## src/rtl/serial_word_receiver_pkg.sv

```systemverilog
// serial_word_receiver_pkg: FSM encodings and default word length shared by the serial link blocks.
package serial_word_receiver_pkg;
    typedef enum logic {ST_IDLE = 1'b0, ST_RECV = 1'b1} state_t;
    localparam int DEF_WIDTH = 16;
endpackage

```

## src/rtl/ser_bit_counter.sv

```systemverilog
// ser_bit_counter: up-counter with sync clear and enable; o_tc flags that the next enable reaches LIMIT.
module ser_bit_counter #(
    parameter int LIMIT = 16,
    parameter int CW = $clog2(LIMIT + 1)
) (
    input  logic clk,
    input  logic rst,
    input  logic i_clr,
    input  logic i_en,
    output logic o_tc
);
    logic [CW-1:0] r_cnt;
    // Clear together with enable counts the current bit, so a restart lands on 1.
    always_ff @(posedge clk or posedge rst)
        if (rst) r_cnt <= '0;
        else r_cnt <= i_clr ? CW'(i_en) : r_cnt + CW'(i_en);
    assign o_tc = r_cnt == CW'(LIMIT - 1);
endmodule

```

## src/rtl/serial_word_receiver.sv

```systemverilog
// serial_word_receiver: assembles MSB-first serial bits into a word and hands it out with valid/ready.
module serial_word_receiver
    import serial_word_receiver_pkg::*;
#(
    parameter int WIDTH = DEF_WIDTH
) (
    input  logic             clk,
    input  logic             rst,
    input  logic             start,
    input  logic             bit_en,
    input  logic             ser_in,
    input  logic             out_ready,
    output logic [WIDTH-1:0] par_out,
    output logic             out_valid,
    output logic             busy,
    output logic             overrun
);
    state_t r_state, w_next;
    logic [WIDTH-1:0] r_shreg, r_par, w_shift;
    logic r_valid, r_overrun, w_take, w_done, w_tc;
    assign w_shift = {r_shreg[WIDTH-2:0], ser_in};
    assign w_take  = bit_en & (start | r_state == ST_RECV);
    // A start always restarts the frame, so it can never complete one.
    assign w_done  = bit_en & ~start & r_state == ST_RECV & w_tc;
    ser_bit_counter #(.LIMIT(WIDTH)) u_cnt (
        .clk  (clk),
        .rst  (rst),
        .i_clr(start | w_done | r_state == ST_IDLE),
        .i_en (w_take & ~w_done),
        .o_tc (w_tc)
    );
    always_ff @(posedge clk or posedge rst)
        if (rst) r_state <= ST_IDLE;
        else r_state <= w_next;
    always_comb begin
        w_next = r_state;
        if (start) w_next = ST_RECV;
        else if (w_done) w_next = ST_IDLE;
    end
    always_comb begin
        busy = r_state == ST_RECV;
    end
    always_ff @(posedge clk or posedge rst)
        if (rst) begin
            r_shreg   <= '0;
            r_par     <= '0;
            r_valid   <= 1'b0;
            r_overrun <= 1'b0;
        end else begin
            if (w_take) r_shreg <= w_shift;
            if (w_done & (~r_valid | out_ready)) begin
                r_par   <= w_shift;
                r_valid <= 1'b1;
            end else if (r_valid & out_ready) r_valid <= 1'b0;
            if (w_done & r_valid & ~out_ready) r_overrun <= 1'b1;
        end
    assign par_out   = r_par;
    assign out_valid = r_valid;
    assign overrun   = r_overrun;
endmodule

```

## config.mk

```make
export PLATFORM = sky130hd
export DESIGN_NAME = serial_word_receiver
export DESIGN_NICKNAME = d
export VERILOG_FILES = /design/src/rtl/serial_word_receiver_pkg.sv /design/src/rtl/ser_bit_counter.sv /design/src/rtl/serial_word_receiver.sv
export SDC_FILE = /design/constraint.sdc
export NUM_CORES = 1
export LEC_CHECK = 0
export BUFFER_PORTS_ARGS = -buffer_cell sky130_fd_sc_hd__buf_2
export CAP_MARGIN = 0
export CORE_ASPECT_RATIO = 0.6
export CORE_MARGIN = 5
export CORE_UTILIZATION = 54
export CTS_BUF_LIST = sky130_fd_sc_hd__clkbuf_16
export DETAILED_ROUTE_END_ITERATION = 8
export PLACE_DENSITY = 0.77
export REMOVE_ABC_BUFFERS = 1
export SLEW_MARGIN = 20
export SYNTH_ARGS = -nofsm -noshare
export SYNTH_HDL_FRONTEND = slang
export SYNTH_SLANG_ARGS = --single-unit
export TNS_END_PERCENT = 20
```

## constraint.sdc

```tcl
create_clock -name clk -period 2.2 [get_ports clk]
set_input_delay 0.44 -clock clk [delete_from_list [all_inputs] [get_ports clk]]
set_output_delay 0.44 -clock clk [all_outputs]
set_load 0.1 [all_outputs]
```

Yosys cells after proc, flatten, opt, wreduce, memory -nomap -nowiden
Index checks and enable logic that the tools add are counted.
{"block": "word_totals", "mem_count": 0, "mem_bits_rw": 0, "romBits": 0, "reg_bits": 39, "input_bits": 6, "latchBits": 0, "word_cells": 33}
{"block": "op_classes", "eq_ne": 1, "n_lt_le_gt_ge": 0, "bitwise_logic": 18, "div": 0, "shift": 0, "n_mul": 0, "muxes": 5, "n_reduce_logical": 2, "addsub": 1}
{"cell": "$and A1 B1 Y1", "count": 9}
{"cell": "$add A5 B1 Y5", "count": 1}
{"cell": "$eq A5 B4 Y1 const B", "count": 1}
{"cell": "$mux W5", "count": 1}
{"cell": "$not A1 Y1", "count": 5}
{"cell": "$mux W1", "count": 4}
{"cell": "$or A1 B1 Y1", "count": 4}
{"cell": "$reduce_bool A2 Y1", "count": 2}

Longest topological paths before layout
{"block": "depth", "depth_word": 8, "mapped_depth": 8}

Cells and area by module
Synthesis repeated with hierarchy kept, for this count alone.
{"block": "unflattened", "cells_unflattened": 102, "area_unflattened_um2": 1619.1}
{"mod": "serial_word_receiver", "n_inst": 1, "area_per_inst_um2": 1362.6, "seq_area_each_um2": 850.8, "cells_per_inst": 79}
{"mod": "ser_bit_counter", "n_inst": 1, "area_per_inst_um2": 256.5, "seq_area_each_um2": 125.1, "cells_per_inst": 23}

Worst setup path before layout
Ideal clock, no wire load.
{"block": "synth_timing", "path_kind": "reg-to-reg", "from": "register r_state (netlist: busy)", "to": "register u_cnt.r_cnt[4]", "t_arrival_ps": 2314, "t_required_ps": 2074, "period_less_slack_ps": 2440, "n_path_buf": 1, "path_slack_ps": -240, "path_stages_with_launch": 9, "setup_time_ps": 126, "cell_sequence": "dfrtp_1 -> o21ai_1 -> buf_2 -> nor2_1 -> ha_1 -> ha_1 -> nand3_1 -> xor2_1 -> nor2_1"}
{"block": "synth_via", "elab_chain_len": 6, "elab_cells_between_ends": 11}
{"item": "start, declared", "line": "serial_word_receiver.sv:18", "text": "state_t r_state, w_next;"}
{"item": "start signal, assigned", "line": "serial_word_receiver.sv:34", "text": "else r_state <= w_next;"}
{"item": "$and A1 B1 Y1 (2 in a row)", "line": "serial_word_receiver.sv:24", "text": "assign w_done = bit_en & ~start & r_state == ST_RECV & w_tc;"}
{"item": "$not A1 Y1", "line": "serial_word_receiver.sv:29", "text": ".i_en (w_take & ~w_done),"}
{"item": "$and A1 B1 Y1", "line": "serial_word_receiver.sv:29"}
{"item": "$add A5 B1 Y5", "line": "ser_bit_counter.sv:16", "text": "else r_cnt <= i_clr ? CW'(i_en) : r_cnt + CW'(i_en);"}
{"item": "$mux W5 *", "line": "ser_bit_counter.sv:16"}
{"item": "end signal, assigned", "line": "ser_bit_counter.sv:16"}
{"item": "end, declared", "line": "ser_bit_counter.sv:12", "text": "logic [CW-1:0] r_cnt;"}
Mark *: on every way between the ends. The rest lies on a longest branch, timed or not.
A chain may end at the register's enable or synchronous reset.

Final worst setup path
{"block": "layout_timing", "from": "register u_cnt.r_cnt[4]", "to": "register u_cnt.r_cnt[4]"}
{"block": "layout_via", "elab_chain_len": 6, "elab_cells_between_ends": 8}
{"item": "$eq A5 B4 Y1", "line": "ser_bit_counter.sv:17", "text": "assign o_tc = r_cnt == CW'(LIMIT - 1);"}
{"item": "$and A1 B1 Y1", "line": "serial_word_receiver.sv:24"}
{"item": "$not A1 Y1", "line": "serial_word_receiver.sv:29"}
{"item": "$and A1 B1 Y1", "line": "serial_word_receiver.sv:29"}
{"item": "$add A5 B1 Y5", "line": "ser_bit_counter.sv:16"}
{"item": "$mux W5 *", "line": "ser_bit_counter.sv:16"}
Marks and branches as above.

==> flow_summary.ini <==
[run_status]
outcome = completed

[sta]
final_max_slew_viol_count = 0
setup_viol = 0
hold_viol = 0
rsz0062_at_grt = no
clock_skew_ns = 0.00296
max_freq_mhz = 516
worst_pin_slew_ns = 0.490
min_period_ns = 1.94
fin_crit_sh_pct = 88.1
max_slew_margin_pct = 67.6

[drt]
drt_iter0_drc = 64
wl_um = 2800
via_per_inst = 5.19
wire_per_inst_um = 16.0
drt_pass1_iterations = 4
vias = 909
ant_nets = 0
drc = 0

[yosys]
synth_top_cell_area_share_pct = 61.1
syn_area_per_cell_um2 = 16.0
synth.most_common_cell = dfrtp_1
synth_cells = 100
synth_common_cells = 39 x dfrtp_1, 21 x mux2_2, 10 x mux2_4
synth_seq_area_share_pct = 61.1
syn_area_um2 = 1600
ys_warn_count = 0
synth_top_area_cell = dfrtp_1
synth.distinct_cells = 26
synth_edf_count = 0
synth-seq-cells = 39
ys_async_sr_fraction_pct = 100
synth-main-ff-cell = dfrtp_1
yosys-top-cells-area = dfrtp_1 61%, mux2_2 15%, mux2_4 9.4%, ha_1 1.6%, nand4b_4 1.5%

[power]
powerDensity_nw_per_um2 = 910
power_mw = 1.74
p_leak_nw = 0.964
vdd_drop_max_uv = 553

[clock_network]
clk_pin_slew_worst_paths_ns = 0.05
clk_path_buf_depth = 2
postCtsSetupBuffers = 0
hold_buffers = 0
root_buffer = clkbuf_16
cts.sinks = 39
cts_buffers = 5
clk_latency_ns = 0.28
htreeDepth = 2
cts_resized = 0
cts_tree = done

[grt]
grt_max_degree = 40
grt_usage_pct = 16.0
antenna_found_initial = 0
grt_overflow = 0
grt_pass1_wl_um = 4820
grt_pass1_vias = 1008

[worst_setup_path]
worstPathRequired_ns = 2.35
path_max_fanout = 5
worstPathArrival_ns = 2.09
cp-end-kind = register
cp-start-kind = register
worstSetupPathType = reg2reg

[floorplanning]
die-area_um2 = 4180
top_level_ports = 25
start_util_pct = 56.0
num_rows = 15
core_um2 = 2850
die_height_um = 52.1
die_w_um = 80.2

[placement]
hpwl_um = 1890
gp_congestion = 0.839
placedCellCount = 167
dpl-instance-area_um2 = 1770
port_buffers = 24

[cells_and_area]
fin_util_pct = 67.0
final_layout_size_suffix_gt1_share_pct = 51.1
num-nets-final = 140
fillers = 217
area_delta_synth_final_pct = 19.6
fin_cells = 175
num_antenna_cells = 0
final_area_um2 = 1910

[flow_run]
maxCapViolCount = 0

[min_path]
hold_class = in2async
[cell type report]
class	count	area, um^2	share of cell area [%]
clock buffer	5	125	6.55
sequential	39	976	51.1
timing repair buffer	27	143	7.47
clock inverter	3	12.5	0.655
multi-input combinational	58	598	31.3
inverter	1	3.75	0.196
tap	42	52.6	2.75
[routing by layer]
layer | GRT usage [%] | vias to the layer above | wire [um]
met5 | 0 | - | 0
met4 | 11.2 | 0 | 80
met3 | 5.88 | 11 | 171
met2 | 22.3 | 36 | 1220
met1 | 20.6 | 440 | 1330
li1 | - | 422 | -
[registers in the layout, summed over array words and instances, names as in the netlist]
name         cells
busy             1
out_valid        1
overrun          1
par_out         16
r_shreg         15
u_cnt.r_cnt      5
[through the flow]
stage | worst slack [ns] | setup TNS [ns] | hold slack [ns]
after floorplan | -0.424 | -7.05 | 0.474
after global placement | 0.266 | 0 | 0.456
after detailed placement | 0.157 | 0 | 0.443
after CTS | 0.278 | 0 | 0.284
after global routing | 0.129 | 0 | 0.329
final | 0.263 | 0 | 0.263
[worst max-delay path, stage by stage, from the launching register on]
cell and delay [ns]:
dfrtp_1 0.41, nand4b_4 0.22, nor3_1 0.38, nor2_1 0.08, ha_1 0.22, ha_1 0.21, nand3_1 0.10, xor2_1 0.14
nor2_1 0.05
[logic make-up (layout without fill, tap and decap cells)]
family	after synthesis	in the layout	synth area share, %
xor gates and xnor gates	2	2	1.10
adders and majority gates	2	2	1.57
DFF	39	39	61.1
muxes	31	31	24.2
and+or+nand+nor	17	17	7.99
AOI/OAI and AO/OA	6	6	2.58
buffers and inverters	3	36	1.49
[final timing paths]
path                                      from              to  slack [ns]  cells after the start
worst max register to register  u_cnt.r_cnt[4]  u_cnt.r_cnt[4]        0.26                      8
min in group clk                        ser_in      par_out[0]        0.41                      2
worst min-delay path                       rst     par_out[14]        0.26                      3
max in group asynchronous                  rst     r_shreg[11]        1.61                      3
worst min register to register         overrun         overrun        0.46                      1
worst max-delay path            u_cnt.r_cnt[4]  u_cnt.r_cnt[4]        0.26                      8
[report_power, final]
part,internal (mW),total (mW),switching [mW]
Clock,0.409,0.670,0.261
Combinational,0.0986,0.157,0.0585
Sequential,0.830,0.912,0.0827
[cell usage in the layout, fill, tap and decap left out, types with 3 or more instances in the layout]
master / n
buf_4: 3
buf_2: 24
nor2_1: 3
mux2_4: 10
dfrtp_1: 39
clkbuf_16: 5
inv_1: 3
mux2_2: 21
(Power assumes the default switching activity.)
